==> src/rtl/bomb_timer_scheduler.sv <==
// -----------------------------------------------------------------------------
// bomb_timer_scheduler
//
// Pool of bomb slots that share the one-second tick from the slow-clock
// generator. A placement request takes the lowest free slot, arms its fuse and
// latches the grid cell. Each armed fuse counts down on the shared tick. The
// slot then enters a blast phase for a fixed number of ticks and returns to the
// pool. A chain request detonates an armed slot immediately.
//
// Ports:
//   clk           system clock
//   reset         synchronous, active-high reset (priority over everything)
//   one_sec       one-cycle tick from the slow-clock generator
//   place_req     single-cycle request to place a bomb at place_row/place_col
//   place_row     grid row of the requested bomb
//   place_col     grid column of the requested bomb
//   chain_det     per-slot early detonation (slot caught in another blast)
//   place_ack     one-cycle pulse, bomb accepted into slot place_slot
//   place_nack    one-cycle pulse, bomb rejected (pool full or cell occupied)
//   place_slot    slot index of the accepted bomb, valid with place_ack
//   armed         per-slot: fuse burning
//   blasting      per-slot: explosion active
//   explode_pulse per-slot one-cycle pulse on entering the blast phase
//   slot_row      packed row per slot, slot i at [i*COORD_W +: COORD_W]
//   slot_col      packed column per slot, same packing
// -----------------------------------------------------------------------------
module bomb_timer_scheduler #(
  parameter int NUM_BOMBS = 4,
  parameter int FUSE_SEC  = 3,
  parameter int BLAST_SEC = 1,
  parameter int COORD_W   = 4
) (
  input  logic                           clk,
  input  logic                           reset,
  input  logic                           one_sec,
  input  logic                           place_req,
  input  logic [COORD_W-1:0]             place_row,
  input  logic [COORD_W-1:0]             place_col,
  input  logic [NUM_BOMBS-1:0]           chain_det,
  output logic                           place_ack,
  output logic                           place_nack,
  output logic [$clog2(NUM_BOMBS)-1:0]   place_slot,
  output logic [NUM_BOMBS-1:0]           armed,
  output logic [NUM_BOMBS-1:0]           blasting,
  output logic [NUM_BOMBS-1:0]           explode_pulse,
  output logic [NUM_BOMBS*COORD_W-1:0]   slot_row,
  output logic [NUM_BOMBS*COORD_W-1:0]   slot_col
);

  localparam int SLOT_W  = $clog2(NUM_BOMBS);
  localparam int MAX_SEC = (FUSE_SEC > BLAST_SEC) ? FUSE_SEC : BLAST_SEC;
  localparam int CNT_W   = $clog2(MAX_SEC + 1);

  typedef enum logic [1:0] {
    S_IDLE  = 2'd0,
    S_ARMED = 2'd1,
    S_BLAST = 2'd2
  } slot_state_e;

  slot_state_e               state_q   [NUM_BOMBS];
  logic [CNT_W-1:0]          cnt_q     [NUM_BOMBS];
  logic [COORD_W-1:0]        row_q     [NUM_BOMBS];
  logic [COORD_W-1:0]        col_q     [NUM_BOMBS];
  logic [NUM_BOMBS-1:0]      explode_q;
  logic                      place_ack_q;
  logic                      place_nack_q;
  logic [SLOT_W-1:0]         place_slot_q;

  // Placement decision, made from the state as it stands this cycle. A slot
  // that is leaving BLAST right now is still BLAST here, so it is not offered
  // to a request until the following cycle.
  logic                      free_found_d;
  logic [SLOT_W-1:0]         free_idx_d;
  logic                      dup_hit_d;
  logic                      accept_d;
  logic                      reject_d;

  // NOTE: every variable written in always_comb gets a default before any
  // conditional assignment, otherwise synthesis infers a latch for the
  // paths that leave it untouched.
  always_comb begin
    free_found_d = 1'b0;
    free_idx_d   = '0;
    dup_hit_d    = 1'b0;
    // Scan from the top down so the lowest free index wins.
    for (int i = NUM_BOMBS - 1; i >= 0; i--) begin
      if (state_q[i] == S_IDLE) begin
        free_found_d = 1'b1;
        free_idx_d   = SLOT_W'(i);
      end
    end
    // Only occupied slots count: idle slots hold cleared coordinates that
    // would otherwise collide with a bomb at cell (0,0).
    for (int i = 0; i < NUM_BOMBS; i++) begin
      if (state_q[i] != S_IDLE && row_q[i] == place_row && col_q[i] == place_col) begin
        dup_hit_d = 1'b1;
      end
    end
    accept_d = place_req && free_found_d && !dup_hit_d;
    reject_d = place_req && !accept_d;
  end

  // Per-slot FSMs and registered handshake outputs.
  // NOTE: all state here uses non-blocking assignments so every slot sees the
  // same pre-edge values regardless of loop or statement order.
  always_ff @(posedge clk) begin
    if (reset) begin
      // NOTE: the per-slot arrays are small flop banks, not RAM, and the
      // coordinates must read 0 out of reset, so they are reset explicitly.
      for (int i = 0; i < NUM_BOMBS; i++) begin
        state_q[i] <= S_IDLE;
        cnt_q[i]   <= '0;
        row_q[i]   <= '0;
        col_q[i]   <= '0;
      end
      explode_q    <= '0;
      place_ack_q  <= 1'b0;
      place_nack_q <= 1'b0;
      place_slot_q <= '0;
    end else begin
      place_ack_q  <= accept_d;
      place_nack_q <= reject_d;
      place_slot_q <= accept_d ? free_idx_d : '0;

      for (int i = 0; i < NUM_BOMBS; i++) begin
        explode_q[i] <= 1'b0;
        case (state_q[i])
          S_IDLE: begin
            // A tick in the placement cycle is ignored: the slot is still
            // idle here, so the fresh fuse starts at its full length.
            if (accept_d && free_idx_d == SLOT_W'(i)) begin
              state_q[i] <= S_ARMED;
              cnt_q[i]   <= CNT_W'(FUSE_SEC);
              row_q[i]   <= place_row;
              col_q[i]   <= place_col;
            end
          end
          S_ARMED: begin
            // Chain and terminal tick share one branch, so a coincidence
            // still yields a single explode pulse.
            if (chain_det[i] || (one_sec && cnt_q[i] == CNT_W'(1))) begin
              state_q[i]   <= S_BLAST;
              cnt_q[i]     <= CNT_W'(BLAST_SEC);
              explode_q[i] <= 1'b1;
            end else if (one_sec) begin
              cnt_q[i] <= cnt_q[i] - CNT_W'(1);
            end
          end
          S_BLAST: begin
            if (one_sec && cnt_q[i] == CNT_W'(1)) begin
              state_q[i] <= S_IDLE;
              cnt_q[i]   <= '0;
              row_q[i]   <= '0;
              col_q[i]   <= '0;
            end else if (one_sec) begin
              cnt_q[i] <= cnt_q[i] - CNT_W'(1);
            end
          end
          default: begin
            state_q[i] <= S_IDLE;
            cnt_q[i]   <= '0;
            row_q[i]   <= '0;
            col_q[i]   <= '0;
          end
        endcase
      end
    end
  end

  // Output decode from registered state only.
  always_comb begin
    armed    = '0;
    blasting = '0;
    slot_row = '0;
    slot_col = '0;
    for (int i = 0; i < NUM_BOMBS; i++) begin
      armed[i]                         = (state_q[i] == S_ARMED);
      blasting[i]                      = (state_q[i] == S_BLAST);
      slot_row[i*COORD_W +: COORD_W]   = row_q[i];
      slot_col[i*COORD_W +: COORD_W]   = col_q[i];
    end
  end

  assign place_ack     = place_ack_q;
  assign place_nack    = place_nack_q;
  assign place_slot    = place_slot_q;
  assign explode_pulse = explode_q;

endmodule
==> config.mk <==
export PLATFORM = sky130hd
export DESIGN_NAME = bomb_timer_scheduler
export DESIGN_NICKNAME = d
export VERILOG_FILES = /design/src/rtl/bomb_timer_scheduler.sv
export SDC_FILE = /design/constraint.sdc
export NUM_CORES = 1
export LEC_CHECK = 0
export BUFFER_PORTS_ARGS = -buffer_cell sky130_fd_sc_hd__buf_2
export CAP_MARGIN = 10
export CORE_ASPECT_RATIO = 1.5
export CORE_MARGIN = 1
export CORE_UTILIZATION = 49
export DETAILED_ROUTE_END_ITERATION = 7
export PLACE_DENSITY_LB_ADDON = 0.12
export SLEW_MARGIN = 15
export SYNTH_ARGS = -nofsm -noshare
export SYNTH_HDL_FRONTEND = slang
export SYNTH_SLANG_ARGS = --single-unit
==> constraint.sdc <==
create_clock -name clk -period 2.4 [get_ports clk]
set_clock_uncertainty 0.1 [all_clocks]
set_input_delay 0.6 -clock clk [delete_from_list [all_inputs] [get_ports clk]]
set_output_delay 0.6 -clock clk [all_outputs]
set_load 0.01 [all_outputs]
==> qor_table.md <==
| Quantity | Value |
|---|---|
| Share of power burned in combinational logic | 0.326 |
| Number of sinks on the clock net | 56 |
| Internal power of the cells | 1.89 mW |
| Hold Startpoint | place_req |
| Most used flip-flop cell after synthesis | sky130_fd_sc_hd__edfxtp_1 |
| Data arrival time of the critical path | 2.17 ns |
| Switching part of the total power | 0.323 |
| Starting density of the core | 0.516 |
| Post-synthesis instance area | 3050 sq um |
| Slew at the pin with the worst max-slew slack | 0.472 ns |
| Type of origin of the critical path | input port |
| Proportion of synthesized flip-flops having asynchronous set or reset | 0 |
| Critical R2R Launch | row_q[0][12] |
| Count of TritonRoute iterations in the first routing pass | 4 |
| Final number of hold-violating endpoints | 0 |
| Cell at the slowest stage of the critical path | sky130_fd_sc_hd__xor2_1 |
| Core area | 5910 sq um |
| Count of cells along the worst hold path | 2 |
| Leading post-synthesis cells by cell area | sky130_fd_sc_hd__edfxtp_1 47%, sky130_fd_sc_hd__xnor2_1 6.9%, sky130_fd_sc_hd__dfxtp_1 5.3% |
| Worst slew margin relative to its limit | 0.684 |
| Drt first-iter violations | 100 |
| Proportion of netlist area held by the largest area contributor | 0.473 |
| Hpwl dp | 5300 um |
| Post-route minimum period | 2.30 ns |
| Sequential cell area fraction in the yosys report | 0.525 |
| Critical-path cell list | buf_2 -> xor2_1 -> nor4_4 -> a311oi_4 -> buf_4 -> nand3_1 -> nand2_1 |
| Die Outline Area | 6550 sq um |
| Number of top-level pins | 64 |
| Remaining global-route overflow | 0 |
| Number of inserted diodes | 0 |
| Kind of critical path | input port to flip-flop |
| DRC viols | 0 |
| Status | finished, final reports clean |
| Total global routing track utilization | 0.217 |
| Power per cell area | 761 nW/um^2 |
| Required time at the worst-slack endpoint | 2.27 ns |
| Mean cell area of the mapped netlist | 11.3 sq um |
| Reg2Reg Depth | 6 |
| Final Worst Setup Slack | 0.105 ns |
| Clock tree from TritonCTS | yes |
| Max-cap check violation count | 0 |
| Via density per instance | 5.20 |
| Post-placement cell area | 3560 sq um |
| Part of the power in registers | 0.498 |
| Routed Wire Length | 6640 um |
| Most common cell after layout, fill and taps aside | sky130_fd_sc_hd__buf_2 |
| Net count reported at finish | 375 |
| Static leakage power | 1.63 nW |
| Max-slew violation total from the final report | 0 |
| Post-route insts no fill | 428 |
| RePlAce Congestion | 0.890 |
| Maximum level of the CTS H-tree | 2 |
| Die outline width | 66.4 um |
| Design Area, Final | 3660 sq um |
| Number of antenna violations at the first check in global routing | 0 |
| Worst hold path class | input port to flip-flop |
| Standard-cell rows | 34 |
| Library cells used by synthesis | 45 |
| Area added between synthesis and finish | 20.0% |
| Maximum fanout count along the critical path | 8 |
| Via count of the first global-routing pass | 2137 |
| Number of placed instances, taps included | 419 |
| Crit. Startpoint | place_row[2] |
| Cts bufs inserted | 5 |
| Post-layout total power | 2.78 mW |
| Pin count of the biggest net entering global routing | 19 |
| EDFF count, synth | 48 |
| Highest clock frequency the design can meet | 436 MHz |
| Setup tns final | 0 ns |
| Clk Tree Root Cell | sky130_fd_sc_hd__clkbuf_8 |
| Final-report setup violation count | 0 |
| Cell type with the highest aggregate area in the netlist | sky130_fd_sc_hd__edfxtp_1 |
| Synthesized netlist cell count | 270 |
| Yosys synthesis warning count | 0 |
| Most frequent cells in the layout | 63 x sky130_fd_sc_hd__buf_2, 48 x sky130_fd_sc_hd__edfxtp_1, 32 x sky130_fd_sc_hd__buf_4 |
| Sort of element at the end of the critical path | flip-flop |
| Insertion delay to the later sink of the worst-skew pair | 0.30 ns |
| Hold Buf Count CTS | 0 |
| Maximum VDD drop | 0.342 mV |
| Fraction of final layout cells with drive strength greater than 1 | 0.329 |
| Clock transition at the register clock pins on the worst setup and hold paths after CTS | 0.09 ns |
| Post-route ant nets | 0 |
| RSZ-0062 raised after global routing | no |
| Port buffer count | 63 |
| Setup slack at placement | -0.280 ns |
| Tcrit/Tclk final | 0.956 |
| Relative contribution of the clock network to total power | 0.176 |
| Overall via count from detail_route | 2224 |
| First-pass GRT wire length | 10400 um |
| Routed wirelength normalized by instance count | 15.5 um |
| Die height | 98.6 um |
| Largest stage delay on the critical path | 0.38 ns |
| Clock tree buffer depth | 2 |
| Post-Synthesis Net Count | 290 |
| Switching power | 0.899 mW |
| Post-synthesis register bit count | 56 |
[through the flow]
| step | hold slack (ns) | util |
|---|---|---|
| detailed placement | 0.498 | 0.602 |
| global placement | 0.480 | 0.602 |
| global route | 0.464 | 0.619 |
| CTS | 0.466 | 0.616 |
| finish | 0.468 | 0.619 |
| floorplan | 0.456 | - |
[cell families after synthesis]
family | count (synthesis) | synth area share
AOI/OAI and AO/OA | 33 | 0.0776
xor gates and xnor gates | 32 | 0.0919
adders and majority gates | 4 | 0.0164
buffers and inverters | 31 | 0.0620
DFF | 56 | 0.525
and+or+nand+nor | 114 | 0.227
[synth_stat cells (2+ instances only)]
cell and instances:
sky130_fd_sc_hd__nor3b_1 2, sky130_fd_sc_hd__buf_6 7, sky130_fd_sc_hd__a211oi_1 2, sky130_fd_sc_hd__dfxtp_1 8, sky130_fd_sc_hd__buf_4 5, sky130_fd_sc_hd__and2_1 24
sky130_fd_sc_hd__nor3_1 13, sky130_fd_sc_hd__nand3_1 4, sky130_fd_sc_hd__nor2_1 14, sky130_fd_sc_hd__inv_1 14, sky130_fd_sc_hd__nand2b_1 5, sky130_fd_sc_hd__o21ai_0 6
sky130_fd_sc_hd__nand2_1 7, sky130_fd_sc_hd__edfxtp_1 48, sky130_fd_sc_hd__xor2_1 8, sky130_fd_sc_hd__and3_1 8, sky130_fd_sc_hd__a21oi_1 12, sky130_fd_sc_hd__nand4_1 6
sky130_fd_sc_hd__nor4_2 3, sky130_fd_sc_hd__xnor2_1 24, sky130_fd_sc_hd__or2_1 4, sky130_fd_sc_hd__or3_1 8, sky130_fd_sc_hd__a21o_1 3, sky130_fd_sc_hd__and3_4 2
sky130_fd_sc_hd__clkbuf_1 4, sky130_fd_sc_hd__nor2b_1 6, sky130_fd_sc_hd__ha_1 4, sky130_fd_sc_hd__nor4_1 2
[power groups by stage]
stage | sequential [mW] | combinational, mW | clock (mW)
after floorplan | 1.42 | 0.528 | 0
after global placement | 1.41 | 0.902 | 0
after detailed placement | 1.40 | 0.908 | 0
after CTS | 1.39 | 0.909 | 0.502
after global routing | 1.41 | 1.00 | 0.533
final | 1.39 | 0.908 | 0.491
[registers in the layout (all words and copies together), names as in the netlist]
| signal | count |
|---|---|
| cnt_q | 8 |
| col_q | 16 |
| explode_pulse | 4 |
| place_ack | 1 |
| place_nack | 1 |
| place_slot | 2 |
| row_q | 16 |
| state_q | 8 |
[metal layers]
metal	global-route usage	vias to the layer above	part of all wire
met3	0.0220	11	0.027
met1	0.248	1043	0.40
met2	0.397	52	0.55
met4	0.0949	0	0.020
li1	-	1118	-
met5	0	-	0
[critical path, delay by kind of cell]
kind	cells	cell delay (ns)
xor+xnor	1	0.38
compound gates	1	0.29
buf+inv	2	0.39
simple gates	3	0.51
[worst paths after layout]
check	slack (ns)	to
worst min register to register	0.50	cnt_q[2][0]
worst max register to register	0.19	col_q[0][0]
worst max-delay path	0.10	col_q[0][13]
worst min-delay path	0.47	place_nack
[final cells by class]
| class | count | area [sq um] |
|---|---|---|
| fillers | 518 | 2250 |
| flip-flops and latches | 56 | 1600 |
| multi-input cells | 183 | 1280 |
| repair buffers | 95 | 556 |
| well taps | 72 | 90.1 |
| clock buffers | 7 | 76.3 |
| inverters | 14 | 52.6 |
| clock inverters | 1 | 5.00 |
[repair_timing]
| action | in CTS | in global routing |
|---|---|---|
| gates resized for setup | 0 | 2 |
| setup buffers | 0 | 1 |
| endpoints found under the setup margin | 0 | 9 |
(Power assumes the default switching activity.)
